**config.mk**
```make
export PLATFORM = sky130hd
export DESIGN_NAME = uart_tx_queue
export DESIGN_NICKNAME = d
export VERILOG_FILES = /design/src/rtl/uart_tx_queue.sv
export SDC_FILE = /design/constraint.sdc
export NUM_CORES = 1
export LEC_CHECK = 0
export ABC_AREA = 1
export ABC_CLOCK_PERIOD_IN_PS = 6100
export CAP_MARGIN = 0
export CORE_AREA = 5 5 204 147
export CTS_CLUSTER_SIZE = 14
export DETAILED_ROUTE_END_ITERATION = 16
export DIE_AREA = 0 0 209 152
export PLACE_DENSITY_LB_ADDON = 0.2
export SLEW_MARGIN = 25
export SYNTH_ARGS = -nofsm -noshare
export SYNTH_HDL_FRONTEND = slang
export SYNTH_SLANG_ARGS = --single-unit
```
**constraint.sdc**
```tcl
create_clock -name clock -period 6.1 [get_ports clock]
set_clock_uncertainty 0.2 [all_clocks]
set_input_delay 1.22 -clock clock [delete_from_list [all_inputs] [get_ports clock]]
set_output_delay 1.22 -clock clock [all_outputs]
set_load 0.05 [all_outputs]
```
**src/rtl/uart_tx_queue.sv**
```systemverilog
`default_nettype none
// ============================================================================
// Module   : uart_tx_queue
// Purpose  : Byte FIFO feeding a UART transmitter, one enable pulse per byte,
//            with a 2-flop synchronizer on the transmitter's done signal.
// Options  : define UART_TX_QUEUE_OVERFLOW_FLAG_EN for a sticky overflow output.
// Revision : 1.0 - initial release
// ============================================================================
module uart_tx_queue #(
    parameter int DEPTH = 16
) (
    input  logic                    clock,
    input  logic                    reset,
    input  logic [7:0]              write_data,
    input  logic                    write_enable,
    output logic                    full,
    output logic                    empty,
    output logic [$clog2(DEPTH):0]  count,
    output logic [7:0]              tx_data,
    output logic                    tx_enable,
    input  logic                    tx_done,
    output logic                    busy
`ifdef UART_TX_QUEUE_OVERFLOW_FLAG_EN
    ,
    output logic                    overflow
`endif
);

    localparam int              AW      = $clog2(DEPTH);
    localparam int              CW      = AW + 1;
    localparam logic [CW-1:0]   c_DEPTH = CW'(DEPTH);

    localparam logic [1:0] c_IDLE    = 2'd0;
    localparam logic [1:0] c_SEND    = 2'd1;
    localparam logic [1:0] c_RELEASE = 2'd2;

    logic [7:0]    r_mem [DEPTH];
    logic [AW-1:0] r_wr_ptr;
    logic [AW-1:0] r_rd_ptr;
    logic [CW-1:0] r_count;
    logic [7:0]    r_tx_data;
    logic [1:0]    r_state;
    logic [1:0]    w_state_next;
    logic          r_sync_q1;
    logic          r_done_s;
    logic          w_push;
    logic          w_pop;

    assign full  = (r_count == c_DEPTH);
    assign empty = (r_count == '0);
    assign count = r_count;

    // A write while full is dropped outright, even when a pop frees a slot.
    assign w_push = write_enable && !full;
    assign w_pop  = (r_state == c_IDLE) && !empty && !r_done_s;

    always_ff @(posedge clock or posedge reset) begin
        if (reset) begin
            r_sync_q1 <= 1'b0;
            r_done_s  <= 1'b0;
        end else begin
            r_sync_q1 <= tx_done;
            r_done_s  <= r_sync_q1;
        end
    end

    always_ff @(posedge clock) begin
        if (w_push) begin
            r_mem[r_wr_ptr] <= write_data;
        end
    end

    always_ff @(posedge clock or posedge reset) begin
        if (reset) begin
            r_wr_ptr  <= '0;
            r_rd_ptr  <= '0;
            r_count   <= '0;
            r_tx_data <= 8'h00;
        end else begin
            if (w_push) begin
                r_wr_ptr <= r_wr_ptr + AW'(1);
            end
            if (w_pop) begin
                r_rd_ptr  <= r_rd_ptr + AW'(1);
                r_tx_data <= r_mem[r_rd_ptr];
            end
            case ({w_push, w_pop})
                2'b10:   r_count <= r_count + CW'(1);
                2'b01:   r_count <= r_count - CW'(1);
                default: r_count <= r_count;
            endcase
        end
    end

    always_ff @(posedge clock or posedge reset) begin
        if (reset) begin
            r_state <= c_IDLE;
        end else begin
            r_state <= w_state_next;
        end
    end

    // RELEASE waits for done to fall so a long done level cannot start a second byte.
    always_comb begin
        w_state_next = r_state;
        case (r_state)
            c_IDLE:    if (w_pop)     w_state_next = c_SEND;
            c_SEND:    if (r_done_s)  w_state_next = c_RELEASE;
            c_RELEASE: if (!r_done_s) w_state_next = c_IDLE;
            default:                  w_state_next = c_IDLE;
        endcase
    end

    always_comb begin
        tx_enable = (r_state == c_SEND);
        busy      = (r_state != c_IDLE);
        tx_data   = r_tx_data;
    end

`ifdef UART_TX_QUEUE_OVERFLOW_FLAG_EN
    logic r_overflow;

    always_ff @(posedge clock or posedge reset) begin
        if (reset) begin
            r_overflow <= 1'b0;
        end else if (write_enable && full) begin
            r_overflow <= 1'b1;
        end
    end

    assign overflow = r_overflow;
`endif

endmodule
`default_nettype wire

```
Word-level counts from Yosys, hierarchy flattened

Memory sizes are Yosys's and may differ from the RTL's. A register that Yosys moved wholly into a read port is not among the register bits.
Cells that the tools add are included.

Memory bits (writable): 128
ROM bits: 0
Memories kept: 1
Input port bits: 12
Bits in registers: 17
Logic and storage cells: 37
Latch bits: 0
Output and inout bits: 17

Memories:

| memory | depth | bits a word | rd ports | clocked after memory_dff | write ports | RTL line | RTL |
|---|---|---|---|---|---|---|---|
| r_mem  | 16    | 8           | 1        | 1                        | 1           | 37       | `logic [7:0] r_mem [DEPTH];` |

$add $sub $neg: 4
Muxes and demuxes: 7
Reduce and logical (&&, ||, !) cells: 11
Multiply operators: 0
Equal/unequal tests: 8
Magnitude comparators: 0
Bitwise operators: 0
Divide/modulo/power cells: 0
Shift operators: 0

Operators with widths:

| kind                                                                    | number |
|---|---|
| 5-bit one-hot mux with 2 select lines                                   | 1 |
| 4-bit by 1-bit adder with 4-bit output, second input constant           | 2 |
| 2-bit two-way mux                                                       | 3 |
| 2-bit one-hot mux with 3 select lines                                   | 1 |
| 5-bit by 1-bit adder with 5-bit output, second input constant           | 1 |
| 5-bit equality test, second input constant                              | 1 |
| 5-bit zero test                                                         | 1 |
| 5-bit by 1-bit subtractor with 5-bit output, second input constant      | 1 |
| 2-bit by 1-bit equality test with 1-bit output, second input constant   | 2 |
| 2-bit equality test, second input constant                              | 2 |
| 2-bit inequality test, second input constant                            | 2 |
| 2-bit nonzero test                                                      | 2 |
| 1-bit logical AND                                                       | 3 |
| 1-bit zero test                                                         | 3 |
| 3-bit AND reduction                                                     | 1 |
| 2-bit zero test                                                         | 1 |
| 1-bit two-way mux                                                       | 2 |
| 2-bit by 1-bit inequality test with 1-bit output, second input constant | 1 |

Logic depth before layout (Yosys ltp)

Depth in word-level cells: 6
Mapped depth: 14
Gate-level depth less buffers: 13

Least setup slack after synthesis

No wires, ideal clock.

Kind: input to register
Start: input write_enable
End: register r_count[4] (netlist: count[4])
Data required time: 5779 ps
Stages on the path: 10
Arrival: 2655 ps
Path slack: 3124 ps
Cell sequence: nand2_1 > buf_2 > ha_1 > fa_1 > nand3_1 > nand2_1 > a21oi_1 > o21ai_0 > nand2_1 > nand2_1

Longest elaborated chain between the ends: 3

Ends and longest elaborated chain:

| what                                                                                         | RTL line | RTL |
|---|---|---|
| from (decl)                                                                                  | 15       | `input logic write_enable,` |
| 1-bit logical AND *                                                                          | 54       | `assign w_push = write_enable && !full;` |
| 2-bit by 1-bit equality test with 1-bit output / 2-bit equality test (equally long branches) | 87       | `case ({w_push, w_pop})` |
| 5-bit one-hot mux with 2 select lines / 2-bit nonzero test (equally long branches)           | -        |  |
| to (signal assigned)                                                                         | 88       | `2'b10: r_count <= r_count + CW'(1);` |
| to (signal assigned)                                                                         | 89       | `2'b01: r_count <= r_count - CW'(1);` |
| to (signal assigned)                                                                         | 90       | `default: r_count <= r_count;` |
| to (decl)                                                                                    | 40       | `logic [CW-1:0] r_count;` |

Mark *: on every way between the ends. The rest lies on a longest branch, timed or not.
A chain may end at the register's enable or synchronous reset.

Final worst setup path

Start: register r_count[0] (netlist: count[0])
End: output empty

Longest elaborated chain between the ends: 1

Ends and longest elaborated chain:

| what            | RTL line | RTL |
|---|---|---|
| 5-bit zero test | 50       | `assign empty = (r_count == '0);` |
| to (decl)       | 17       | `output logic empty,` |

Every way passes these cells.

==> impl_metrics.ini <==
[status]
status = completed

[synth]
postSynthCellCount = 680
synth_nets = 702
synth_common_cells = nand2_1, edfxtp_1, inv_1
synth-seq-cells = 153
synth_area_leaders = edfxtp_1, nand2_1, dfrtp_1
seq_area_frac_synth = 0.657
async_flop_share = 0.163
yosysMostFrequentCell = nand2_1
yosysTopAreaCellShare = 0.565
yosysWarnings = 0
syn_area_per_cell_um2 = 10.0
yosysTopAreaCell = edfxtp_1
synth_cell_types = 24
synth_edf_count = 128
synth_ff_type = edfxtp_1
synth.cell_area_mm2 = 0.00681

[worst_setup_path]
cp.required_ns = 4.68
cp_slowest_cell = clkdlybuf4s50_1
crit_type = reg2out
end_kind = output port
crit_path_max_fanout = 5
crit_buf_inv = 2
rr_endpoint = count[4]
crit_path_start_kind = flip-flop
worstPathCellList = nor4_2 -> nand2_1 -> inv_1 -> clkdlybuf4s50_1
reg2reg_depth = 11
max_stage_delay_ns = 0.79
critPathTopFamily = buffers and inverters
worst_r2r_startpoint = count[0]
rrSetupSlack_ns = 3.01
critPathArrivalTime_ns = 2.25

[cts]
post_cts_buffers = 0
htree_levels = 4
numCtsBuffers = 17
cts_resized = 0
clkSinkCount = 153
ctsHoldBuffers = 0
worstSkewPairLatency_ns = 0.43
clockRootBuffer = clkbuf_16
cts_tree = done
cts_max_path_buffers = 2
clkSlewWorstSetupHoldPaths_ns = 0.06

[power]
p_per_area_mw_per_mm2 = 472
pwr-share-seq = 0.364
p_switching_mw = 1.53
ir_drop_v = 0.000213
intPower_mw = 2.28
pwr-share-comb = 0.373
switching_share = 0.401
p_clk_frac = 0.263
leakage_nw = 3.42

[global_routing]
grt_overflow_total = 0
grt_first_pass_wirelength_um = 27500
track_usage = 0.116
antenna_found_initial = 0
grt_pass1_vias = 4431
grt_max_degree = 69

[route]
initialDrtViolationCount = 296
first_pass_iters = 4
vias = 4510
wl_per_cell_um = 16.2
final_antenna_net_count = 0
vias_per_cell = 4.10
route.detailed.drc = 0
drt-total-wl_um = 17900

[min_path]
hp-class = reg2reg
min_to = r_done_s
holdPathStages = 0
min_from = r_sync_q1

[sta]
max_slew.worst_pin.slew_ns = 1.04
max_freq_ghz = 0.272
slew_violations = 0
hold_viol = 0
rsz0062_at_grt = false
fin_tns_setup_ns = 0
setup_ws_ns = 2.43
setup_viol = 0
period_needed_ns = 3.67
max_slew_margin = 0.306
min_period_over_period = 0.602

[placed_design]
place_area_mm2 = 0.00748
gp_congestion = 0.807
hpwl_um = 11200
pre_cts_ws_ns = 1.98
dp.cells = 1068
port_buffers = 28

[die]
fp-row-count = 52
design.core.area_mm2 = 0.0281
die_y_um = 152
dieArea_mm2 = 0.0318
die_w_um = 209
initial_utilization = 0.242
io_pins = 29

[layout]
syn_to_final_growth_pct = 18.6
drive_above_1_share = 0.0693
final_core_util = 0.287
stdcell_area_mm2 = 0.00807
instances_no_fill = 1101
n_fill_cell = 3022
finalNetCount = 731

[flow_run]
maxCapViolCount = 0
-- cell usage in the layout (no fill, tap or decap), types with 2 or more instances in the layout --
cell,n
nand2_1,230
edfxtp_1,128
inv_1,114
nand3_1,99
clkdlybuf4s50_1,28
dfrtp_1,24
clkbuf_16,17
buf_4,12
ha_1,9
nor3_2,8
nor3_1,8
clkinv_1,6
a21oi_1,5
o21ai_0,5
clkbuf_1,4
nor2_1,3
inv_2,3
xnor2_1,3
xor2_1,3
nand2_2,2
bufinv_16,2
clkinv_2,2
-- worst max path at each step --
stage / from / endpoint / slack, ns / cells after the start
final: count[0] / empty / 2.43 / 4
after global routing: count[0] / empty / 2.31 / 4
after CTS: count[0] / empty / 2.38 / 4
after detailed placement: write_enable / count[4] / 1.98 / 10
after global placement: write_enable / count[4] / 1.98 / 10
after floorplan: write_enable / count[4] / 3.12 / 10
-- logic make-up after synthesis --
group,count (synthesis),share of synthesized area
flops,153,0.657
xor+xnor,6,0.00772
simple gates,351,0.216
fa+ha+maj,10,0.0195
compound gates,12,0.00956
buf+inv,148,0.0901
-- layout make-up --
type | count | area (µm²) | share of cell area
timing repair buffer | 40 | 370 | 0.0459
multi-input combinational | 379 | 1770 | 0.219
inverter | 118 | 443 | 0.0549
clock buffer | 21 | 440 | 0.0546
antenna | 1 | 2.50 | 0.000310
clock inverter | 11 | 105 | 0.0130
tap | 378 | 473 | 0.0586
sequential | 153 | 4470 | 0.554
-- flip-flops by register name, indices dropped and copies added, names as in the netlist --
register,flops
r_mem,128
tx_data,8
count,5
r_state,2
r_wr_ptr,4
r_rd_ptr,4
r_done_s,1
r_sync_q1,1
-- power groups by stage --
| stage | clock (mW) | combinational [mW] | sequential [mW] |
|---|---|---|---|
| floorplan | 0 | 0.830 | 1.51 |
| global placement | 0 | 1.42 | 1.41 |
| detailed placement | 0 | 1.42 | 1.41 |
| CTS | 1.03 | 1.43 | 1.39 |
| global route | 1.07 | 1.57 | 1.40 |
| finish | 1.00 | 1.42 | 1.39 |
-- worst reg2reg max path: stages, from the launching register on --
cell and delay [ns]:
dfrtp_1 0.47, nor4_2 0.34, nand2_1 0.13, nand2_2 0.48, ha_1 0.44, ha_1 0.33
a21oi_1 0.14, nand2_1 0.09, a21oi_1 0.16, o21ai_0 0.11, nand2_1 0.07, nand2_1 0.04
-- layer usage --
metal | vias up | global-route usage | routed length (µm)
li1 | 2246 | - | -
met1 | 2169 | 0.181 | 9730
met2 | 77 | 0.155 | 7140
met3 | 18 | 0.0247 | 693
met4 | 0 | 0.0425 | 311
met5 | - | 0 | 0
-- stage by stage --
| step | hold WS [ns] | power, mW |
|---|---|---|
| floorplan | 0.131 | 2.34 |
| global placement | 0.133 | 2.84 |
| detailed placement | 0.139 | 2.83 |
| CTS | 0.152 | 3.84 |
| global route | 0.168 | 4.05 |
| finish | 0.148 | 3.81 |
(Power assumes the default switching activity.)
